`config.mk`:
```
export PLATFORM = sky130hd
export DESIGN_NAME = rv32i_gpio_ctrl
export DESIGN_NICKNAME = d
export VERILOG_FILES = /design/src/rtl/rv32i_io_pkg.sv /design/src/rtl/rv32i_key_debounce.sv /design/src/rtl/rv32i_gpio_ctrl.sv
export SDC_FILE = /design/constraint.sdc
export NUM_CORES = 1
export LEC_CHECK = 0
export ABC_AREA = 1
export CAP_MARGIN = 20
export CORE_MARGIN = 5
export CORE_UTILIZATION = 51
export CTS_CLUSTER_DIAMETER = 100
export CTS_CLUSTER_SIZE = 8
export DETAILED_ROUTE_END_ITERATION = 7
export HOLD_SLACK_MARGIN = 0.02
export MAX_ROUTING_LAYER = met4
export PLACE_DENSITY = 0.81
export SLEW_MARGIN = 30
export SYNTH_ARGS = -nofsm -noshare
export SYNTH_HDL_FRONTEND = slang
export SYNTH_SLANG_ARGS = --single-unit
```
`constraint.sdc`:
```
create_clock -name clk -period 2.1 [get_ports clk]
set_input_delay 0.42 -clock clk [delete_from_list [all_inputs] [get_ports clk]]
set_output_delay 0.42 -clock clk [all_outputs]
set_load 0.05 [all_outputs]
```
`src/rtl/rv32i_io_pkg.sv`:
```
// Shared register map definitions for the rv32i GPIO window.
// Word offsets and the decoded register select used by io_addr[3:2].
package rv32i_io_pkg;

   localparam logic [3:0] GPIO_LED_OFS   = 4'h0;
   localparam logic [3:0] GPIO_KEYST_OFS = 4'h4;
   localparam logic [3:0] GPIO_EDGE_OFS  = 4'h8;
   localparam logic [3:0] GPIO_IRQEN_OFS = 4'hC;

   typedef enum logic [1:0] {
      SEL_LED   = GPIO_LED_OFS[3:2],
      SEL_KEYST = GPIO_KEYST_OFS[3:2],
      SEL_EDGE  = GPIO_EDGE_OFS[3:2],
      SEL_IRQEN = GPIO_IRQEN_OFS[3:2]
   } reg_sel_e;

   function automatic reg_sel_e addr_sel(input logic [3:0] ofs);
      return reg_sel_e'(ofs[3:2]);
   endfunction

endpackage

```
`src/rtl/rv32i_key_debounce.sv`:
```
// One key: 2-flop synchroniser, polarity normalise, debounce counter.
// press_o pulses on the same edge the stable state goes 0->1.
module rv32i_key_debounce #(
   parameter int DEBOUNCE_CYCLES = 50000,
   parameter int KEY_ACTIVE_LOW  = 1
) (
   input  logic clk_i,
   input  logic rst_ni,
   input  logic key_i,
   output logic state_o,
   output logic press_o
);

   localparam int CW = $clog2(DEBOUNCE_CYCLES);
   localparam logic [CW-1:0] TERM = CW'(DEBOUNCE_CYCLES - 1);
   localparam logic REL = (KEY_ACTIVE_LOW != 0);

   logic          sync1_q;
   logic          sync2_q;
   logic          level;
   logic          stable_q;
   logic          stable_d;
   logic [CW-1:0] cnt_q;
   logic [CW-1:0] cnt_d;
   logic          hit;

   assign level = sync2_q ^ REL;
   assign hit   = (level != stable_q) && (cnt_q == TERM);

   always_comb begin
      stable_d = stable_q;
      cnt_d    = cnt_q;
      if (level == stable_q) begin
         cnt_d = '0;
      end else if (hit) begin
         stable_d = level;
         cnt_d    = '0;
      end else begin
         cnt_d = cnt_q + 1'b1;
      end
   end

   always_ff @(posedge clk_i or negedge rst_ni) begin
      if (!rst_ni) begin
         sync1_q  <= REL;
         sync2_q  <= REL;
         stable_q <= 1'b0;
         cnt_q    <= '0;
      end else begin
         sync1_q  <= key_i;
         sync2_q  <= sync1_q;
         stable_q <= stable_d;
         cnt_q    <= cnt_d;
      end
   end

   assign state_o = stable_q;
   assign press_o = hit & level;

endmodule

```
`src/rtl/rv32i_gpio_ctrl.sv`:
```
// Memory-mapped GPIO: LED bank, debounced keys, W1C press flags, IRQ.
// Bus decode, registers and the interrupt flop live here.
module rv32i_gpio_ctrl
   import rv32i_io_pkg::*;
#(
   parameter int ADDR_WIDTH      = 15,
   parameter int NUM_KEYS        = 2,
   parameter int NUM_LEDS        = 10,
   parameter int DEBOUNCE_CYCLES = 50000,
   parameter int KEY_ACTIVE_LOW  = 1
) (
   input  logic                  clk,
   input  logic                  reset,
   input  logic [NUM_KEYS-1:0]   KEY,
   input  logic                  io_we,
   input  logic [ADDR_WIDTH-1:0] io_addr,
   input  logic [31:0]           io_wdata,
   output logic [NUM_LEDS-1:0]   LEDR,
   output logic [31:0]           io_rdata,
   output logic                  irq
);

   reg_sel_e sel;

   logic [NUM_KEYS-1:0] key_state;
   logic [NUM_KEYS-1:0] press;

   logic [NUM_LEDS-1:0] led_q;
   logic [NUM_LEDS-1:0] led_d;
   logic [NUM_KEYS-1:0] edge_q;
   logic [NUM_KEYS-1:0] edge_d;
   logic [NUM_KEYS-1:0] irqen_q;
   logic [NUM_KEYS-1:0] irqen_d;
   logic [31:0]         rdata_q;
   logic [31:0]         rdata_d;
   logic                irq_q;
   logic                irq_d;

   logic [31:0] led_rd;
   logic [31:0] keyst_rd;
   logic [31:0] edge_rd;
   logic [31:0] irqen_rd;

   logic unused_ok;

   assign sel       = addr_sel(io_addr[3:0]);
   assign unused_ok = ^{io_addr, io_wdata};

   for (genvar i = 0; i < NUM_KEYS; i++) begin : g_key
      rv32i_key_debounce #(
         .DEBOUNCE_CYCLES (DEBOUNCE_CYCLES),
         .KEY_ACTIVE_LOW  (KEY_ACTIVE_LOW)
      ) u_deb (
         .clk_i   (clk),
         .rst_ni  (reset),
         .key_i   (KEY[i]),
         .state_o (key_state[i]),
         .press_o (press[i])
      );
   end

   always_comb begin
      led_rd   = '0;
      keyst_rd = '0;
      edge_rd  = '0;
      irqen_rd = '0;
      led_rd[NUM_LEDS-1:0]   = led_q;
      keyst_rd[NUM_KEYS-1:0] = key_state;
      edge_rd[NUM_KEYS-1:0]  = edge_q;
      irqen_rd[NUM_KEYS-1:0] = irqen_q;
   end

   // A press landing on the same edge as its W1C clear wins.
   always_comb begin
      led_d   = led_q;
      edge_d  = edge_q | press;
      irqen_d = irqen_q;
      rdata_d = rdata_q;
      irq_d   = |(edge_q & irqen_q);
      if (io_we) begin
         unique case (sel)
            SEL_LED:   led_d   = io_wdata[NUM_LEDS-1:0];
            SEL_KEYST: ;
            SEL_EDGE:  edge_d  = (edge_q & ~io_wdata[NUM_KEYS-1:0]) | press;
            SEL_IRQEN: irqen_d = io_wdata[NUM_KEYS-1:0];
         endcase
      end else begin
         unique case (sel)
            SEL_LED:   rdata_d = led_rd;
            SEL_KEYST: rdata_d = keyst_rd;
            SEL_EDGE:  rdata_d = edge_rd;
            SEL_IRQEN: rdata_d = irqen_rd;
         endcase
      end
   end

   always_ff @(posedge clk or negedge reset) begin
      if (!reset) begin
         led_q   <= '0;
         edge_q  <= '0;
         irqen_q <= '0;
         rdata_q <= '0;
         irq_q   <= 1'b0;
      end else begin
         led_q   <= led_d;
         edge_q  <= edge_d;
         irqen_q <= irqen_d;
         rdata_q <= rdata_d;
         irq_q   <= irq_d;
      end
   end

   assign LEDR     = led_q;
   assign io_rdata = rdata_q;
   assign irq      = irq_q;

endmodule

```
==> results_dict.tcl, run 1 <==
set metrics [dict create \
    ff2ff_setup_slack_ps 570 \
    nNetsFinal 502 \
    wl_per_cell_um 13.2 \
    worst_setup_path_end_kind "output port" \
    max-cap-violations 0 \
    global_route.usage.total_pct 18.5 \
    yosys_register_bits 63 \
    share_of_cells_above_drive_strength_1_pct 10.6 \
    insertion_delay_of_the_later_clocked_pin_in_the_worst_skew_pair_ps 340 \
    timing.critical_path.from_type "flop" \
    critPathMaxFanout 3 \
    rr_worst_depth 7 \
    cts_tree "built" \
    worst_path_max_delay_cell "sky130_fd_sc_hd__clkdlybuf4s50_1" \
    htree_levels 3 \
    vias 2647 \
    synth.yosys.seq_area_share_pct 48.0 \
    antenna_found_initial 0 \
    cp_data_arrival_time_ps 1610 \
    detailedPlacementHpwl_um 5250 \
    post-layout-total-power_mw 2.82 \
    worst-slew-pin-transition_ps 521 \
    routed_wl_um 7000 \
    rows 29 \
    fillCellCount 550 \
    fin_tns_setup_ps 0 \
    setup_repair_after_global_routing_missed_its_margin "no" \
    number_of_placed_i_o_pins 95 \
    worst_path_largest_cell_delay_ps 850 \
    initial_core_utilization_pct 52.2 \
    drc_errors 0 \
    power.leakage_nw 1.81 \
    synth.yosys.warnings 0 \
    post_synth_num_cell_types 32 \
    syn_area_per_cell_um2 8.18 \
    power-per-cell-area_nw_per_um2 737 \
    critical_path_depth 1 \
    cts-root-buf "sky130_fd_sc_hd__clkbuf_8" \
    wire_length_of_the_first_global_routing_pass_um 11800 \
    postRouteAntennaNets 0 \
    pin_count_of_the_biggest_net_entering_global_routing 64 \
    finalHoldViolCount 0 \
    clk_transition_reported_paths_ps 70 \
    sequential_cell_area_um2 1580 \
    slew_headroom_pct 65.1 \
    run_status "finished, final reports clean" \
    worst-path-buf-inv 1 \
    area_growth_syn_to_layout_pct 16.0 \
    postCtsHoldBufs 0 \
    report.final.setup_viol 0 \
    fin_worst_skew_ps 9.33 \
    global_route.overflow_total 0 \
    clk_path_buf_depth 2 \
    finalCriticalPeriod_ps 2030 \
    fp.dieArea_um2 8170 \
    gp_routability_congestion 0.875 \
    synthesis.area_um2 3300 \
    slew_violations 0 \
    min_period_over_period_pct 96.7 \
    worstPathRequired_ps 1680 \
    multi_input_comb_area_um2 1400 \
    r2r_start "g_key[1].u_deb.sync2_q" \
    ctsResizeCount 0 \
    timing.rr.end "g_key[1].u_deb.cnt_q[11]" \
    cts_setup_buffers 0 \
    critPathTopFamily "buffers and inverters" \
    finish.utilization_pct 60.6 \
    fp.dieW_um 90.4 \
    synth_cells 403 \
    worst_hold_slack_ps 76.0 \
    floorplan.core_area_um2 6310 \
    hold_path_class "primary input to asynchronous set/reset pin" \
    antenna_cells 0 \
    cts_sinks 63 \
    max_freq_ghz 0.493 \
    critical_path.cell_chain "clkdlybuf4s50_1" \
    viasPerCell 4.99 \
    ir_drop_v 0.000646 \
    port_buffers 37 \
    die_h_um 90.4 \
    first_iter_violations 123 \
    critPathKind "flop to output port" \
    cts_inserted_buffers 9 \
    drtPass1Iterations 4 \
    first_global_vias 2465 \
]
[cells by family (layout without fill, tap and decap cells)]
group / after synthesis / count (layout) / synth area share, %
AOI/OAI and AO/OA: 30 / 30 / 5.39
xor gates and xnor gates: 11 / 11 / 2.92
adders and majority gates: 2 / 2 / 0.759
buffers and inverters: 72 / 101 / 12.1
DFF: 63 / 63 / 48.0
other: 1 / 22 / 0.114
and+or+nand+nor: 224 / 224 / 30.7
[cells in the final DEF (no fill, tap or decap), types with 3 or more instances in the layout]
master,synthesis,routed
sky130_fd_sc_hd__nand2_1,98,98
sky130_fd_sc_hd__dfrtp_1,59,59
sky130_fd_sc_hd__nor2_1,48,48
sky130_fd_sc_hd__inv_1,42,42
sky130_fd_sc_hd__nand3_1,38,38
sky130_fd_sc_hd__clkdlybuf4s50_1,0,36
sky130_fd_sc_hd__conb_1,1,22
sky130_fd_sc_hd__o21ai_0,14,14
sky130_fd_sc_hd__nand4_1,12,12
sky130_fd_sc_hd__xor2_1,11,11
sky130_fd_sc_hd__clkbuf_8,0,11
sky130_fd_sc_hd__nor2_2,10,10
sky130_fd_sc_hd__o21ai_1,6,6
sky130_fd_sc_hd__nor3b_1,5,5
sky130_fd_sc_hd__nand2_2,4,4
sky130_fd_sc_hd__clkbuf_1,2,4
sky130_fd_sc_hd__dfstp_2,4,4
sky130_fd_sc_hd__o21ai_2,3,3
sky130_fd_sc_hd__buf_4,22,3
[area by class of cell]
type	instances	area share, %
Clock buffer	15	4.35
Clock inverter	1	0.131
Inverter	44	4.51
Multi-Input combinational cell	289	36.5
Sequential cell	63	41.3
Tap cell	77	2.52
Timing Repair Buffer	41	10.7
[cells in the mapped netlist (all sizes together)]
master	n	area (um^2)
nand2	103	404
dfrtp	59	1480
nor2	58	243
inv	43	169
nand3	40	210
buf	26	219
o21ai	23	126
nand4	12	75.1
xor2	11	96.3
nor3b	5	37.5
a21oi	4	27.5
dfstp	4	105
nor3	3	25.0
or2	3	18.8
clkbuf	2	7.51
ha	2	25.0
o21bai	2	15.0
a22o	1	8.76
clkinv	1	3.75
conb	1	3.75
[registers in the layout, indices dropped and copies added (netlist names)]
| register | count |
|---|---|
| g_key.u_deb.cnt_q | 32 |
| LEDR | 10 |
| io_rdata | 10 |
| edge_q | 2 |
| g_key.u_deb.state_o | 2 |
| g_key.u_deb.sync1_q | 2 |
| g_key.u_deb.sync2_q | 2 |
| irqen_q | 2 |
| irq | 1 |
[layer usage]
layer  GRT usage (%)  up-vias  share of wire, %
li1                -     1328                 -
met5               -        -                 0
met3            5.08        7               4.2
met4            5.58        0               1.2
met1            23.1     1262                45
met2            29.5       50                50
[worst max path at each step]
stage / from / end / slack [ps]
after floorplan: g_key[1].u_deb.sync2_q / g_key[1].u_deb.cnt_q[15] / 830
after global placement: io_addr[3] / LEDR[1] / 250
after detailed placement: io_addr[3] / LEDR[0] / 220
after CTS: LEDR[4] / LEDR[4] / 60
after global routing: LEDR[4] / LEDR[4] / 40
final: LEDR[4] / LEDR[4] / 70
[power by group]
| group | switching [mW] | internal [mW] |
|---|---|---|
| registers | 0.0612 | 1.29 |
| clock network | 0.428 | 0.493 |
| logic | 0.392 | 0.157 |
| total | 0.881 | 1.94 |
[through the flow]
step | std cells | worst slack, ps | cell area [um^2]
after floorplan | 424 | 834 | 3380
after global placement | 514 | 251 | 3650
after detailed placement | 514 | 221 | 3650
after CTS | 530 | 63.5 | 3820
after global routing | 530 | 35.9 | 3820
final | 530 | 70.1 | 3820
(Power assumes the default switching activity.)
==> run 2, diff against run 1 <==
- CTS_CLUSTER_DIAMETER: 100 -> 50
- HOLD_SLACK_MARGIN: 0.02 -> unset
==> results of run 2 <==
No change in the layout: final DEF, timing and power equal those of run 1.
==> run 3, diff against run 2 <==
- CTS_CLUSTER_SIZE: 8 -> unset
- SLEW_MARGIN: 30 -> unset
==> results of run 3 <==
No change in the layout: final DEF, timing and power equal those of run 1.
